### config.mk
export PLATFORM = sky130hd
export DESIGN_NAME = reg_fifo_ctrl
export DESIGN_NICKNAME = d
export VERILOG_FILES = /design/src/rtl/reg_fifo_pkg.sv /design/src/rtl/fifo_ptr.sv /design/src/rtl/reg_fifo_ctrl.sv
export SDC_FILE = /design/constraint.sdc
export NUM_CORES = 1
export LEC_CHECK = 0
export CAP_MARGIN = 20
export CORE_MARGIN = 2
export CORE_UTILIZATION = 45
export CTS_CLUSTER_SIZE = 40
export DETAILED_ROUTE_END_ITERATION = 8
export HOLD_SLACK_MARGIN = 0.05
export PLACE_DENSITY = 0.77
export REMOVE_ABC_BUFFERS = 1
export SETUP_SLACK_MARGIN = 0.1
export SYNTH_ARGS = -nofsm -noshare
export SYNTH_HDL_FRONTEND = slang
export SYNTH_SLANG_ARGS = --single-unit
### constraint.sdc
create_clock -name clk -period 4.8 [get_ports clk]
set_input_delay 1.44 -clock clk [delete_from_list [all_inputs] [get_ports clk]]
set_output_delay 1.44 -clock clk [all_outputs]
set_load 0.005 [all_outputs]
### src/rtl/reg_fifo_pkg.sv
// Shared types and constants for the reg_file-backed FIFO controller.
package reg_fifo_pkg;

  typedef enum logic [1:0] {
    ST_EMPTY,
    ST_PARTIAL,
    ST_FULL
  } fifo_state_t;

  localparam int unsigned DEF_AF_THRESH = 3;
  localparam int unsigned DEF_AE_THRESH = 1;

  // Occupancy counts 0..DEPTH, so one bit wider than the pointers.
  function automatic int unsigned level_width(input int unsigned addr_width);
    return addr_width + 1;
  endfunction

endpackage

### src/rtl/fifo_ptr.sv
// Wrap-around pointer with increment enable and synchronous active-high reset.
module fifo_ptr #(
  parameter int unsigned WIDTH = 2
) (
  input  logic             clk_i,
  input  logic             reset_i,
  input  logic             inc_i,
  output logic [WIDTH-1:0] ptr_o
);

  logic [WIDTH-1:0] ptr_q, ptr_d;

  always_comb begin
    ptr_d = ptr_q;
    if (inc_i) ptr_d = ptr_q + WIDTH'(1);
  end

  always_ff @(posedge clk_i) begin
    if (reset_i) ptr_q <= '0;
    else         ptr_q <= ptr_d;
  end

  assign ptr_o = ptr_q;

endmodule

### src/rtl/reg_fifo_ctrl.sv
// First-word-fall-through FIFO controller for reg_file: pointers, level, flags.
// Define REG_FIFO_CTRL_HWM_EN to enable the high-water-mark register.
module reg_fifo_ctrl
  import reg_fifo_pkg::*;
#(
  parameter int unsigned ADDR_WIDTH = 2,
  parameter int unsigned AF_THRESH  = DEF_AF_THRESH,
  parameter int unsigned AE_THRESH  = DEF_AE_THRESH
) (
  input  logic                  clk,
  input  logic                  reset,
  input  logic                  wr,
  input  logic                  rd,
  input  logic                  clr_err,
  output logic                  wr_en,
  output logic [ADDR_WIDTH-1:0] wr_addr,
  output logic [ADDR_WIDTH-1:0] rd_addr,
  output logic                  full,
  output logic                  empty,
  output logic                  almost_full,
  output logic                  almost_empty,
  output logic [ADDR_WIDTH:0]   level,
  output logic                  overflow,
  output logic                  underflow,
  output logic [ADDR_WIDTH:0]   hwm
);

  localparam int unsigned DEPTH = 2 ** ADDR_WIDTH;
  localparam int unsigned LW    = level_width(ADDR_WIDTH);

  fifo_state_t   state_q, state_d;
  logic [LW-1:0] level_q, level_d;
  logic          full_q, full_d, empty_q, empty_d;
  logic          af_q, af_d, ae_q, ae_d;
  logic          ovf_q, ovf_d, udf_q, udf_d;
  logic          push_ok, pop_ok;

  always_comb begin
    // Push is allowed into a full FIFO when a pop frees the same slot this cycle.
    push_ok = wr & (~full_q | rd);
    pop_ok  = rd & ~empty_q;

    level_d = level_q;
    unique case ({push_ok, pop_ok})
      2'b10:   level_d = level_q + LW'(1);
      2'b01:   level_d = level_q - LW'(1);
      default: ;
    endcase

    state_d = state_q;
    unique case (state_q)
      ST_EMPTY:   if (push_ok) state_d = ST_PARTIAL;
      ST_PARTIAL: begin
        if (push_ok && !pop_ok && level_q == LW'(DEPTH - 1))  state_d = ST_FULL;
        else if (pop_ok && !push_ok && level_q == LW'(1))     state_d = ST_EMPTY;
      end
      ST_FULL:    if (pop_ok && !push_ok) state_d = ST_PARTIAL;
      default:    state_d = ST_EMPTY;
    endcase

    full_d  = (state_d == ST_FULL);
    empty_d = (state_d == ST_EMPTY);
    af_d    = (level_d >= LW'(AF_THRESH));
    ae_d    = (level_d <= LW'(AE_THRESH));

    // A new error in the same cycle as clr_err wins.
    ovf_d = (wr & full_q & ~rd) | (ovf_q & ~clr_err);
    udf_d = (rd & empty_q) | (udf_q & ~clr_err);
  end

  always_ff @(posedge clk) begin
    if (reset) begin
      state_q <= ST_EMPTY;
      level_q <= '0;
      full_q  <= 1'b0;
      empty_q <= 1'b1;
      af_q    <= 1'b0;
      ae_q    <= 1'b1;
      ovf_q   <= 1'b0;
      udf_q   <= 1'b0;
    end else begin
      state_q <= state_d;
      level_q <= level_d;
      full_q  <= full_d;
      empty_q <= empty_d;
      af_q    <= af_d;
      ae_q    <= ae_d;
      ovf_q   <= ovf_d;
      udf_q   <= udf_d;
    end
  end

  fifo_ptr #(
    .WIDTH (ADDR_WIDTH)
  ) u_wr_ptr (
    .clk_i   (clk),
    .reset_i (reset),
    .inc_i   (push_ok),
    .ptr_o   (wr_addr)
  );

  fifo_ptr #(
    .WIDTH (ADDR_WIDTH)
  ) u_rd_ptr (
    .clk_i   (clk),
    .reset_i (reset),
    .inc_i   (pop_ok),
    .ptr_o   (rd_addr)
  );

`ifdef REG_FIFO_CTRL_HWM_EN
  logic [LW-1:0] hwm_q, hwm_d, hwm_base;

  always_comb begin
    hwm_base = clr_err ? level_q : hwm_q;
    hwm_d    = (level_d > hwm_base) ? level_d : hwm_base;
  end

  always_ff @(posedge clk) begin
    if (reset) hwm_q <= '0;
    else       hwm_q <= hwm_d;
  end

  assign hwm = hwm_q;
`else
  assign hwm = '0;
`endif

  assign wr_en        = push_ok;
  assign level        = level_q;
  assign full         = full_q;
  assign empty        = empty_q;
  assign almost_full  = af_q;
  assign almost_empty = ae_q;
  assign overflow     = ovf_q;
  assign underflow    = udf_q;

endmodule

==> summary.md, run 1 <==
| Metric | Value |
|---|---|
| Layout cell share with drive strength beyond 1 | `6.80%` |
| First-pass GRT wire length | `roughly 2300 um` |
| Maximum capacitance violations | `0` |
| Critical path's slowest cell | `clkdlybuf4s50_1` |
| Core Util, Final | `approximately 63%` |
| Starting Density | `between 40 and 50%` |
| GRT Overall Usage | `16.5%` |
| Hold Vio Cnt, Final | `0` |
| Routed Wire Length | `1430 um` |
| Core Region | `approximately 1500 sq um` |
| Post-synthesis async set-or-reset flop share | `0%` |
| Largest net degree at the start of global routing | `14` |
| Delay-heaviest family, CP | `buffers and inverters` |
| Detailed Place HPWL | `approximately 1000 um` |
| Crit path DAT | `2.83 ns` |
| CTS tree | `built` |
| Root Buffer | `clkbuf_4` |
| Area share of the largest cell type after synthesis | `a little over 40%` |
| CTS max path bufs | `2` |
| Yosys cell types | `32` |
| Peak supply drop | `188 uV` |
| #FFs+latches synth | `15` |
| First-pass iteration count of the detailed router | `3` |
| Vias in the first global route | `roughly 520` |
| Post-CTS Setup Bufs | `0` |
| Net Sw Frac | `26.8%` |
| Relative slew margins | `between 60% and 70%` |
| Critical path buffers and inverters | `3` |
| Yosys warning total | `0` |
| Leading post-synthesis cells by cell area | `dfxtp_1 (40%), ha_1 (10%), a21oi_1 (4.0%)` |
| Placer Congestion | `between 0.7 and 0.8` |
| Vias per cell | `5.06` |
| Die W | `44.7 um` |
| Initial antenna violation count | `0` |
| Req. time, crit path | `3.36 ns` |
| Most common cell in the synthesized netlist | `dfxtp_1` |
| Setup TNS | `0 ns` |
| CTS H-Tree Depth | `1` |
| Clk Latency, worst-skew pair | `about 0.28 ns` |
| DIE HEIGHT | `about 45 um` |
| Commonest cells post-synth | `dfxtp_1 (15), inv_1 (7)` |
| Fin. max-slew vios | `0` |
| Main synth FF type | `dfxtp_1` |
| Hold_buf cts | `0` |
| Worst hold stages | `2` |
| Xor and xnor area share after synthesis | `roughly 2.3%` |
| # port buffers | `18` |
| Synth Area in Simple Gates | `between 20 and 30%` |
| Pre-CTS WS | `0.564 ns` |
| Post-route antenna net violation count | `0` |
| Resize count post-CTS | `0` |
| Post-synthesis mux area share | `approximately 1.3%` |
| Crit share post-route | `around 90%` |
| Nets | `115` |
| Clock share of power | `26.9%` |
| EDFF count, synth | `0` |
| Cell count after synthesis | `83` |
| DRT iter0 DRCs | `8` |
| Synth Area per Inst | `~9 sq um` |
| Die area | `2000 sq um` |
| Register area share after synthesis | `between 40% and 50%` |
| Internal power | `between 150 and 200 uW` |
| CP startpoint kind | `primary input` |
| Worst-path fanout max | `5` |
| Levels on crit path | `5` |
| # IOs | `22` |
| Net switching power | `between 70 and 80 uW` |
| Min Tclk post-route | `roughly 4.3 ns` |
| Total global routing overflow | `0` |
| Final worst slack | `approximately 0.53 ns` |
| PwrDens | `282 nW/um^2` |
| Status | `completed` |
| Setup Skew | `0.00525 ns` |
| Final setup violation count | `0` |
| Placement row count | `14` |
| Post-synthesis adder-cell area fraction | `around a tenth` |
| Critical path endpoint category | `primary output` |
| Largest family of logic cells by synthesized area | `simple AND/OR/NAND/NOR gates` |
| Synth Area in Compound Gates | `about a tenth` |
| # clock sinks | `15` |
| LEAKAGE | `just under 0.4 nW` |
| Vias post-DR | `602` |
| Num CTS Buffers | `3` |
| Worst-margin pin slew | `0.504 ns` |
| Clk slew on worst S/H paths | `0.10 ns` |
| Most used cell, CP | `clkdlybuf4s50_1` |
| Area leader, netlist | `dfxtp_1` |
| Routed len/inst | `12.0 um` |
| FMAX | `234 MHz` |
| CP cell instances | `clkdlybuf4s50_1, nand2b_1, nand2_1, inv_1, clkdlybuf4s50_1` |
| Logic pwr share | `20.4%` |
| DRC Markers | `0` |
| Ant diodes | `0` |
| Register share of total power | `between 50% and 60%` |
| Largest stage delay, worst path | `around 0.54 ns` |
| Crit Path Category | `in -> out` |
| Reg2reg path depth | `6` |
| RSZ-0062 raised after global routing | `false` |
| Synth Cell Area | `746 sq um` |
| Hold WC Path Type | `reg -> reg` |
| Area grow syn2layout | `27.9%` |
==> power groups by stage <==
stage | Clock [mW] | Sequential, mW | Combinational, mW
after global placement | 0 | 0.144 | 0.0544
after floorplan | 0 | 0.144 | 0.0271
after CTS | 0.0739 | 0.142 | 0.0553
after detailed placement | 0 | 0.144 | 0.0546
after global routing | 0.0827 | 0.143 | 0.0608
final | 0.0725 | 0.142 | 0.0549
==> tightest hold or removal path: stages (launching register included) <==
cell	delay, ns
dfxtp_1	0.32
nand2b_1	0.06
a21oi_1	0.05
==> layer usage <==
layer / up-vias / wire, um / track usage (%)
met5: - / 0 / 0
met3: 2 / 36 / 5.20
met2: 10 / 637 / 23.8
met1: 272 / 741 / 21.2
li1: 318 / - / -
met4: 0 / 18 / 10.3
==> cells by family (layout without fill, tap and decap cells) <==
family	Yosys count	in the layout
other cells	1	3
xor+xnor	2	2
fa+ha+maj	6	6
compound gates	12	12
buf+inv	12	30
simple gates	34	34
mux	1	1
flops	15	15
==> layout by cell type, fill, tap and decap left out, drive strengths merged, types with 2 or more instances in the layout <==
| master | instances |
|---|---|
| a21oi | 6 |
| clkbuf | 3 |
| clkdlybuf4s50 | 18 |
| conb | 3 |
| dfxtp | 15 |
| ha | 6 |
| inv | 8 |
| nand2 | 6 |
| nand2b | 3 |
| nand3b | 3 |
| nor2 | 6 |
| nor2b | 4 |
| o21ai | 2 |
| or3b | 2 |
==> sequential cells by signal (all words and copies together) (netlist names), 2 cells and up <==
signal	cells
u_wr_ptr.ptr_o	2
u_rd_ptr.ptr_o	2
level	3
state_q	2
==> metrics by stage <==
stage | total power [mW] | hold WS [ns] | cells | instance area, sq um
6_report | 0.269 | 0.479 | 119 | 953
5_1_grt | 0.286 | 0.512 | 119 | 953
4_1_cts | 0.271 | 0.485 | 119 | 953
3_5_place_dp | 0.199 | 0.471 | 115 | 926
3_3_place_gp | 0.199 | 0.461 | 115 | 926
2_1_floorplan | 0.171 | 0.455 | 81 | 726
==> final timing paths <==
check / startpoint / endpoint / slack (ns)
max: rd / wr_en / 0.53
min: underflow / underflow / 0.48
max reg2reg: empty / almost_empty / 2.99
min reg2reg: underflow / underflow / 0.48
==> final cells by class <==
type | count | area [sq um]
repair buffers | 18 | 180
multi-input cells | 58 | 395
flip-flops and latches | 15 | 300
fillers | 139 | 571
well taps | 16 | 20.0
clock inverters | 1 | 5.00
inverters | 8 | 30.0
clock buffers | 3 | 22.5
Note: power is estimated with default switching activity, not from simulation.
==> run 2: changes to the inputs <==
--- a/config.mk
+++ b/config.mk
@@ -8,7 +8,7 @@
 export CAP_MARGIN = 20
 export CORE_MARGIN = 2
 export CORE_UTILIZATION = 45
-export CTS_CLUSTER_SIZE = 40
+export CTS_CLUSTER_SIZE = 24
 export DETAILED_ROUTE_END_ITERATION = 8
 export HOLD_SLACK_MARGIN = 0.05
 export PLACE_DENSITY = 0.77
==> results of run 2 <==
Final layout, timing and power as in run 1 (identical DEF).
